`src/rtl/interrupt_sequencer_if.sv`:
```
// Decoder-facing signal bundle of the interrupt sequencer.
// The slave side is the sequencer; the master side is the decoder and the pins.
interface interrupt_sequencer_if;
    logic        irqb;
    logic        nmib;
    logic        rdy;
    logic        sync;
    logic        brk_op;
    logic        i_flag;

    logic        seq_active;
    logic [2:0]  seq_step;
    logic [1:0]  seq_kind;
    logic        force_brk;
    logic        push_cycle;
    logic        write_inhibit;
    logic        vector_fetch;
    logic [15:0] vector_addr;
    logic        vpb;
    logic        b_flag_out;
    logic        set_i;
    logic        clear_d;
    logic        seq_done;

    modport slave (
        input  irqb, nmib, rdy, sync, brk_op, i_flag,
        output seq_active, seq_step, seq_kind, force_brk, push_cycle,
               write_inhibit, vector_fetch, vector_addr, vpb, b_flag_out,
               set_i, clear_d, seq_done
    );

    modport master (
        output irqb, nmib, rdy, sync, brk_op, i_flag,
        input  seq_active, seq_step, seq_kind, force_brk, push_cycle,
               write_inhibit, vector_fetch, vector_addr, vpb, b_flag_out,
               set_i, clear_d, seq_done
    );
endinterface

```
`src/rtl/interrupt_sequencer.sv`:
```
// Interrupt/reset sequencer for the 65C02 core.
// Detects RST/NMI/IRQ/BRK, arbitrates at instruction boundaries and runs the
// 7-step entry sequence (dummy reads, stack pushes, vector fetch).
//
// state  | meaning
// -------+-----------------------------------------------------------
// S_IDLE | normal execution, waiting for sync/brk_op to start entry
// S_SEQ  | entry sequence running, r_step 0..6, r_kind selects vector
module interrupt_sequencer #(
    parameter logic [15:0] NMI_VEC = 16'hFFFA,
    parameter logic [15:0] RST_VEC = 16'hFFFC,
    parameter logic [15:0] IRQ_VEC = 16'hFFFE
) (
    input  logic                  phi2,
    input  logic                  resb,
    interrupt_sequencer_if.slave  bus
);

    typedef enum logic {
        S_IDLE = 1'b0,
        S_SEQ  = 1'b1
    } state_t;

    localparam logic [1:0] K_RST = 2'd0;
    localparam logic [1:0] K_NMI = 2'd1;
    localparam logic [1:0] K_IRQ = 2'd2;
    localparam logic [1:0] K_BRK = 2'd3;

    state_t      r_state;
    state_t      w_state_nx;
    logic [2:0]  r_step;
    logic [2:0]  w_step_nx;
    logic [1:0]  r_kind;
    logic [1:0]  w_kind_nx;
    logic        r_nmi_prev;
    logic        r_nmi_pend;

    logic        w_active;
    logic        w_nmi_fall;
    logic        w_nmi_clr;
    logic        w_irq_req;
    logic [15:0] w_base;

    assign w_active   = (r_state == S_SEQ);
    assign w_nmi_fall = ~bus.nmib & r_nmi_prev;
    // The NMI is consumed once its own sequence reaches the vector fetch.
    assign w_nmi_clr  = w_active & bus.rdy & (r_kind == K_NMI) & (r_step == 3'd5);
    assign w_irq_req  = ~bus.irqb & ~bus.i_flag;

    // State register; the NMI edge detector keeps running while rdy is low.
    always_ff @(posedge phi2 or negedge resb) begin
        if (!resb) begin
            r_state    <= S_SEQ;
            r_step     <= 3'd0;
            r_kind     <= K_RST;
            r_nmi_prev <= 1'b1;
            r_nmi_pend <= 1'b0;
        end else begin
            r_state    <= w_state_nx;
            r_step     <= w_step_nx;
            r_kind     <= w_kind_nx;
            r_nmi_prev <= bus.nmib;
            // A fresh falling edge in the clearing cycle keeps the request.
            r_nmi_pend <= w_nmi_fall | (r_nmi_pend & ~w_nmi_clr);
        end
    end

    // Next state: boundary arbitration, step advance and NMI vector hijack.
    always_comb begin
        w_state_nx = r_state;
        w_step_nx  = r_step;
        w_kind_nx  = r_kind;
        if (bus.rdy) begin
            if (r_state == S_IDLE) begin
                if (bus.sync && r_nmi_pend) begin
                    w_state_nx = S_SEQ;
                    w_kind_nx  = K_NMI;
                    w_step_nx  = 3'd0;
                end else if (bus.sync && w_irq_req) begin
                    w_state_nx = S_SEQ;
                    w_kind_nx  = K_IRQ;
                    w_step_nx  = 3'd0;
                end else if (bus.brk_op) begin
                    // BRK opcode already fetched, so its sequence begins at step 1.
                    w_state_nx = S_SEQ;
                    w_kind_nx  = K_BRK;
                    w_step_nx  = 3'd1;
                end
            end else begin
                // Late NMI steals the vector of an IRQ/BRK still before its fetch.
                if (((r_kind == K_IRQ) || (r_kind == K_BRK)) && r_nmi_pend &&
                    (r_step <= 3'd4)) begin
                    w_kind_nx = K_NMI;
                end
                if (r_step == 3'd6) begin
                    w_state_nx = S_IDLE;
                    w_step_nx  = 3'd0;
                end else begin
                    w_step_nx  = r_step + 3'd1;
                end
            end
        end
    end

    // Vector base selection from the sequence kind.
    always_comb begin
        w_base = IRQ_VEC;
        case (r_kind)
            K_RST:   w_base = RST_VEC;
            K_NMI:   w_base = NMI_VEC;
            K_IRQ:   w_base = IRQ_VEC;
            K_BRK:   w_base = IRQ_VEC;
            default: w_base = IRQ_VEC;
        endcase
    end

    // Decoder-facing outputs decoded from state, step and kind.
    always_comb begin
        bus.seq_active    = w_active;
        bus.seq_step      = r_step;
        bus.seq_kind      = r_kind;
        bus.force_brk     = w_active && (r_step <= 3'd1) && (r_kind != K_BRK);
        bus.push_cycle    = w_active && (r_step >= 3'd2) && (r_step <= 3'd4) &&
                            (r_kind != K_RST);
        bus.write_inhibit = w_active && (r_step >= 3'd2) && (r_step <= 3'd4) &&
                            (r_kind == K_RST);
        bus.vector_fetch  = w_active && (r_step >= 3'd5);
        bus.vpb           = ~(w_active && (r_step >= 3'd5));
        bus.vector_addr   = w_base | {15'b0, (r_step == 3'd6)};
        bus.b_flag_out    = (r_kind == K_BRK);
        bus.set_i         = w_active && (r_step == 3'd6) && bus.rdy;
        bus.clear_d       = w_active && (r_step == 3'd6) && bus.rdy;
        bus.seq_done      = w_active && (r_step == 3'd6) && bus.rdy;
    end

endmodule

```
`src/flat_wrapper.sv`:
```
// flat-port wrapper written by rule: the top's interface ports become plain ports
module interrupt_sequencer_flat 
#(
    parameter logic [15:0] NMI_VEC = 16'hFFFA,
    parameter logic [15:0] RST_VEC = 16'hFFFC,
    parameter logic [15:0] IRQ_VEC = 16'hFFFE
)
  (phi2, resb, bus_irqb, bus_nmib, bus_rdy, bus_sync, bus_brk_op, bus_i_flag, bus_seq_active, bus_seq_step, bus_seq_kind, bus_force_brk, bus_push_cycle, bus_write_inhibit, bus_vector_fetch, bus_vector_addr, bus_vpb, bus_b_flag_out, bus_set_i, bus_clear_d, bus_seq_done);
  interrupt_sequencer_if bus_i ();
  input  logic phi2;
  input  logic resb;
  input wire logic [$bits(bus_i.irqb)-1:0] bus_irqb;
  input wire logic [$bits(bus_i.nmib)-1:0] bus_nmib;
  input wire logic [$bits(bus_i.rdy)-1:0] bus_rdy;
  input wire logic [$bits(bus_i.sync)-1:0] bus_sync;
  input wire logic [$bits(bus_i.brk_op)-1:0] bus_brk_op;
  input wire logic [$bits(bus_i.i_flag)-1:0] bus_i_flag;
  output wire logic [$bits(bus_i.seq_active)-1:0] bus_seq_active;
  output wire logic [$bits(bus_i.seq_step)-1:0] bus_seq_step;
  output wire logic [$bits(bus_i.seq_kind)-1:0] bus_seq_kind;
  output wire logic [$bits(bus_i.force_brk)-1:0] bus_force_brk;
  output wire logic [$bits(bus_i.push_cycle)-1:0] bus_push_cycle;
  output wire logic [$bits(bus_i.write_inhibit)-1:0] bus_write_inhibit;
  output wire logic [$bits(bus_i.vector_fetch)-1:0] bus_vector_fetch;
  output wire logic [$bits(bus_i.vector_addr)-1:0] bus_vector_addr;
  output wire logic [$bits(bus_i.vpb)-1:0] bus_vpb;
  output wire logic [$bits(bus_i.b_flag_out)-1:0] bus_b_flag_out;
  output wire logic [$bits(bus_i.set_i)-1:0] bus_set_i;
  output wire logic [$bits(bus_i.clear_d)-1:0] bus_clear_d;
  output wire logic [$bits(bus_i.seq_done)-1:0] bus_seq_done;
  assign bus_i.irqb = bus_irqb;
  assign bus_i.nmib = bus_nmib;
  assign bus_i.rdy = bus_rdy;
  assign bus_i.sync = bus_sync;
  assign bus_i.brk_op = bus_brk_op;
  assign bus_i.i_flag = bus_i_flag;
  assign bus_seq_active = bus_i.seq_active;
  assign bus_seq_step = bus_i.seq_step;
  assign bus_seq_kind = bus_i.seq_kind;
  assign bus_force_brk = bus_i.force_brk;
  assign bus_push_cycle = bus_i.push_cycle;
  assign bus_write_inhibit = bus_i.write_inhibit;
  assign bus_vector_fetch = bus_i.vector_fetch;
  assign bus_vector_addr = bus_i.vector_addr;
  assign bus_vpb = bus_i.vpb;
  assign bus_b_flag_out = bus_i.b_flag_out;
  assign bus_set_i = bus_i.set_i;
  assign bus_clear_d = bus_i.clear_d;
  assign bus_seq_done = bus_i.seq_done;
  interrupt_sequencer #(.NMI_VEC(NMI_VEC), .RST_VEC(RST_VEC), .IRQ_VEC(IRQ_VEC)) u_core (.phi2(phi2), .resb(resb), .bus(bus_i));
endmodule
```
`config.mk`:
```
export PLATFORM = sky130hd
export DESIGN_NAME = interrupt_sequencer_flat
export DESIGN_NICKNAME = d
export VERILOG_FILES = /design/src/rtl/interrupt_sequencer_if.sv /design/src/rtl/interrupt_sequencer.sv /design/src/flat_wrapper.sv
export SDC_FILE = /design/constraint.sdc
export NUM_CORES = 1
export LEC_CHECK = 0
export ABC_AREA = 1
export ABC_CLOCK_PERIOD_IN_PS = 1270
export CORE_MARGIN = 1
export CORE_UTILIZATION = 33
export DETAILED_ROUTE_END_ITERATION = 16
export HOLD_SLACK_MARGIN = 0.02
export PLACE_DENSITY = 0.74
export SETUP_SLACK_MARGIN = 0.1
export SYNTH_ARGS = -nofsm -noshare
export SYNTH_HDL_FRONTEND = slang
export SYNTH_SLANG_ARGS = --single-unit
```
`constraint.sdc`:
```
create_clock -name phi2 -period 1.27 [get_ports phi2]
set_input_delay 0.3175 -clock phi2 [delete_from_list [all_inputs] [get_ports phi2]]
set_output_delay 0.3175 -clock phi2 [all_outputs]
set_load 0.02 [all_outputs]
```
==> qor.csv, run 1 <==
stage,metric,value,unit
detailed_routing,firstDrtPassIters,4,
clock_tree,cts.sinks,8,
worst_setup_path,crit_required,0.95,ns
clock_tree,path_clk_slew,0.06,ns
final_layout,drive_gt1_share,59.5,%
logic_synthesis,synth_seq_area_share,29.9,%
logic_synthesis,yosysTopAreaCell,dfrtp_1,
die,ioPinCount,39,
global_routing,grt_max_degree,9,
detailed_routing,drc,0,
logic_synthesis,ys.flop_type,dfrtp_1,
global_routing,grt_pass1_vias,729,
die,die_h,47.3,µm
logic_synthesis,synthCells,89,
clock_tree,clk_latency,0.26,ns
pwr,peakVddDrop,0.000909,V
logic_synthesis,ys_types,23,
detailed_routing,ant_nets,0,
logic_synthesis,synth_common_cells,"18 x nand2_1, 16 x buf_4, 13 x inv_1",
clock_tree,cts_htree_levels,1,
die,rows,16,
die,die_w,47.3,µm
clock_tree,cts_hold_buf,0,
final_layout,regArea,206,µm²
worst_setup_path,worstSetupPathType,register to output port,
global_routing,antenna_found_initial,0,
die,initial_core_util,34.9,%
timing,setup_viol,24,
placement,post-dp-hpwl,1440,µm
worst_setup_path,critPathLaunch,u_core.bus.seq_step[0],
clock_tree,cts_tree,done,
logic_synthesis,yosys_warnings,0,
worst_setup_path,path_max_fanout,3,
final_layout,fill_cells,135,
clock_tree,numCtsBuffers,3,
final_layout,layout.nets,157,
worst_setup_path,cp_data_arrival_time,1.49,ns
logic_synthesis,syn_area,678,µm²
global_routing,grt_pass1_wl,3080,µm
global_routing,track_usage,20.4,%
logic_synthesis,synth_most_common_cell,nand2_1,
global_routing,grt_overflow,0,
clock_tree,cts-root-buf,clkbuf_4,
timing,fmax,0.555,GHz
final_layout,final_core_util,68.1,%
detailed_routing,num_vias,826,
worst_setup_path,end_kind,output port,
detailed_routing,wl_per_cell,14.9,µm
detailed_routing,drt_iter0_markers,21,
final_layout,final_cells,175,
clock_tree,cts_max_path_buffers,2,
outcome,violations,negative setup slack,
worst_setup_path,worstReg2RegStart,u_core.bus.seq_active,
logic_synthesis,synth_area_leaders,"dfrtp_1 22%, buf_4 18%, nand2_1 10%",
logic_synthesis,synth-async-reset-ratio,100,%
timing,period_share,142,%
timing,hold_viol,0,
die,die_area,2240,µm²
die,core-area,1940,µm²
timing,maxSlewViolCount,0,
final_layout,antenna_cells,0,
worst_setup_path,cp-start-kind,register,
timing,rsz0062_at_grt,yes,
placement,place.port_buffers,25,
job,drv.max_cap_violation_count,0,
logic_synthesis,synth_edf_count,0,
detailed_routing,viasPerCell,4.72,
pwr,power_density,1960,nW/µm²
timing,min_period,1.80,ns
worst_setup_path,r2r_slack,-0.24,ns
timing,postLayoutSetupSlackWorst,-0.533,ns
logic_synthesis,ys_ff_latch,8,
placement,place.gp.congestion,0.754,
logic_synthesis,avgSynthCellArea,7.62,µm²
min_path,hp-class,input pin to async pin,
final_layout,area_delta_synth_final,95.0,%
detailed_routing,totalWireLength,2600,µm
logic_synthesis,synth_top_cell_area_share,22.1,%
pwr,power_leakage,0.670,nW
final_layout,multiInputGateArea,389,µm²
outcome,run_status,finished with violations,
timing,skew,0.00528,ns
placement,dp.cells,155,
## worst max-delay path: stages (launching register included)
cell and delay, ns:
dfrtp_2 0.44, o21ai_2 0.20, o211ai_1 0.16, buf_4 0.18, a21oi_2 0.12, buf_6 0.13
## kinds of logic (layout without fill, tap and decap cells)
logic type	after synthesis	after routing	synth area share [%]
AO/OA/AOI/OAI	9	9	9.23
XOR/XNOR	1	1	1.29
other	1	13	0.553
flip-flops	8	8	29.9
AND/OR/NAND/NOR	39	39	30.8
buffers and inverters	31	78	28.2
## stage by stage
step	TNS [ns]	total power [mW]	hold WS [ns]	instance area (µm²)	setup slack (ns)
after CTS	-5.05	2.22	0.354	1210	-0.416
after global placement	-7.99	1.67	0.491	1040	-0.765
after global routing	-7.76	2.76	0.349	1320	-0.577
final	-6.30	2.60	0.347	1320	-0.533
after floorplan	-2.04	1.11	0.0219	756	-0.355
after detailed placement	-8.62	1.72	0.501	1040	-0.790
## sequential cells by signal, summed over array words and instances (netlist names)
register / count
u_core.bus.seq_step: 3
u_core.bus.seq_kind: 2
u_core.bus.seq_active: 1
u_core.r_nmi_pend: 1
u_core.r_nmi_prev: 1
## cells in the final DEF (no fill, tap or decap), types with 2 or more instances in the layout
cell type	n
buf_6	32
buf_4	21
nand2_1	13
conb_1	13
clkdlybuf4s50_1	7
inv_1	6
nand2_2	5
inv_2	5
nand4_1	5
nand3_1	4
nor2_1	3
clkbuf_4	3
dfrtp_1	3
dfrtp_2	3
o21ai_2	2
o21ai_1	2
nand3_2	2
a21oi_2	2
nand2_4	2
dfstp_2	2
## cell type report
cell class,count,share of cell area [%]
clock buffer,4,1.99
sequential,8,15.6
inverter,13,4.45
timing repair buffer,61,46.0
multi-input combinational,62,29.4
tap,27,2.55
## report_power, final
part           switching [mW]  total [mW]  internal, mW  leakage [nW]
Clock                  0.0894       0.210         0.120        0.0150
Sequential              0.118       0.453         0.336        0.0890
Combinational           0.921        1.93          1.01         0.566
## worst paths after layout
kind | end | cells after the start
max in group asynchronous | u_core.r_nmi_prev | 1
worst max-delay path | bus_push_cycle | 5
worst min-delay path | u_core.bus.seq_step[1] | 1
min in group phi2 | u_core.r_nmi_pend | 2
worst max register to register | u_core.bus.seq_step[1] | 9
worst min register to register | u_core.r_nmi_pend | 2
## repair_timing
action / in CTS / in global routing
endpoints found under the setup margin: 25 / 25
hold endpoints to repair: 0 / 0
resized for setup: 127 / 20
gates cloned: 0 / 0
setup buffers: 11 / 8
pin swaps: 5 / 8
## routing by layer
| layer | track usage, % | vias to the layer above | routed length [µm] |
|---|---|---|---|
| met1 | 21.6 | 380 | 988 |
| met4 | 13.1 | 0 | 129 |
| met2 | 35.3 | 55 | 1320 |
| met3 | 5.38 | 18 | 166 |
| met5 | 0 | - | 0 |
| li1 | - | 373 | - |
Note: power is estimated with default switching activity, not from simulation.
==> run 2: changes to the inputs <==
--- a/config.mk
+++ b/config.mk
@@ -13,6 +13,7 @@
 export HOLD_SLACK_MARGIN = 0.02
 export PLACE_DENSITY = 0.74
 export SETUP_SLACK_MARGIN = 0.1
+export SLEW_MARGIN = 30
 export SYNTH_ARGS = -nofsm -noshare
 export SYNTH_HDL_FRONTEND = slang
 export SYNTH_SLANG_ARGS = --single-unit
==> results of run 2 <==
No change in the layout: final DEF, timing and power equal those of run 1.
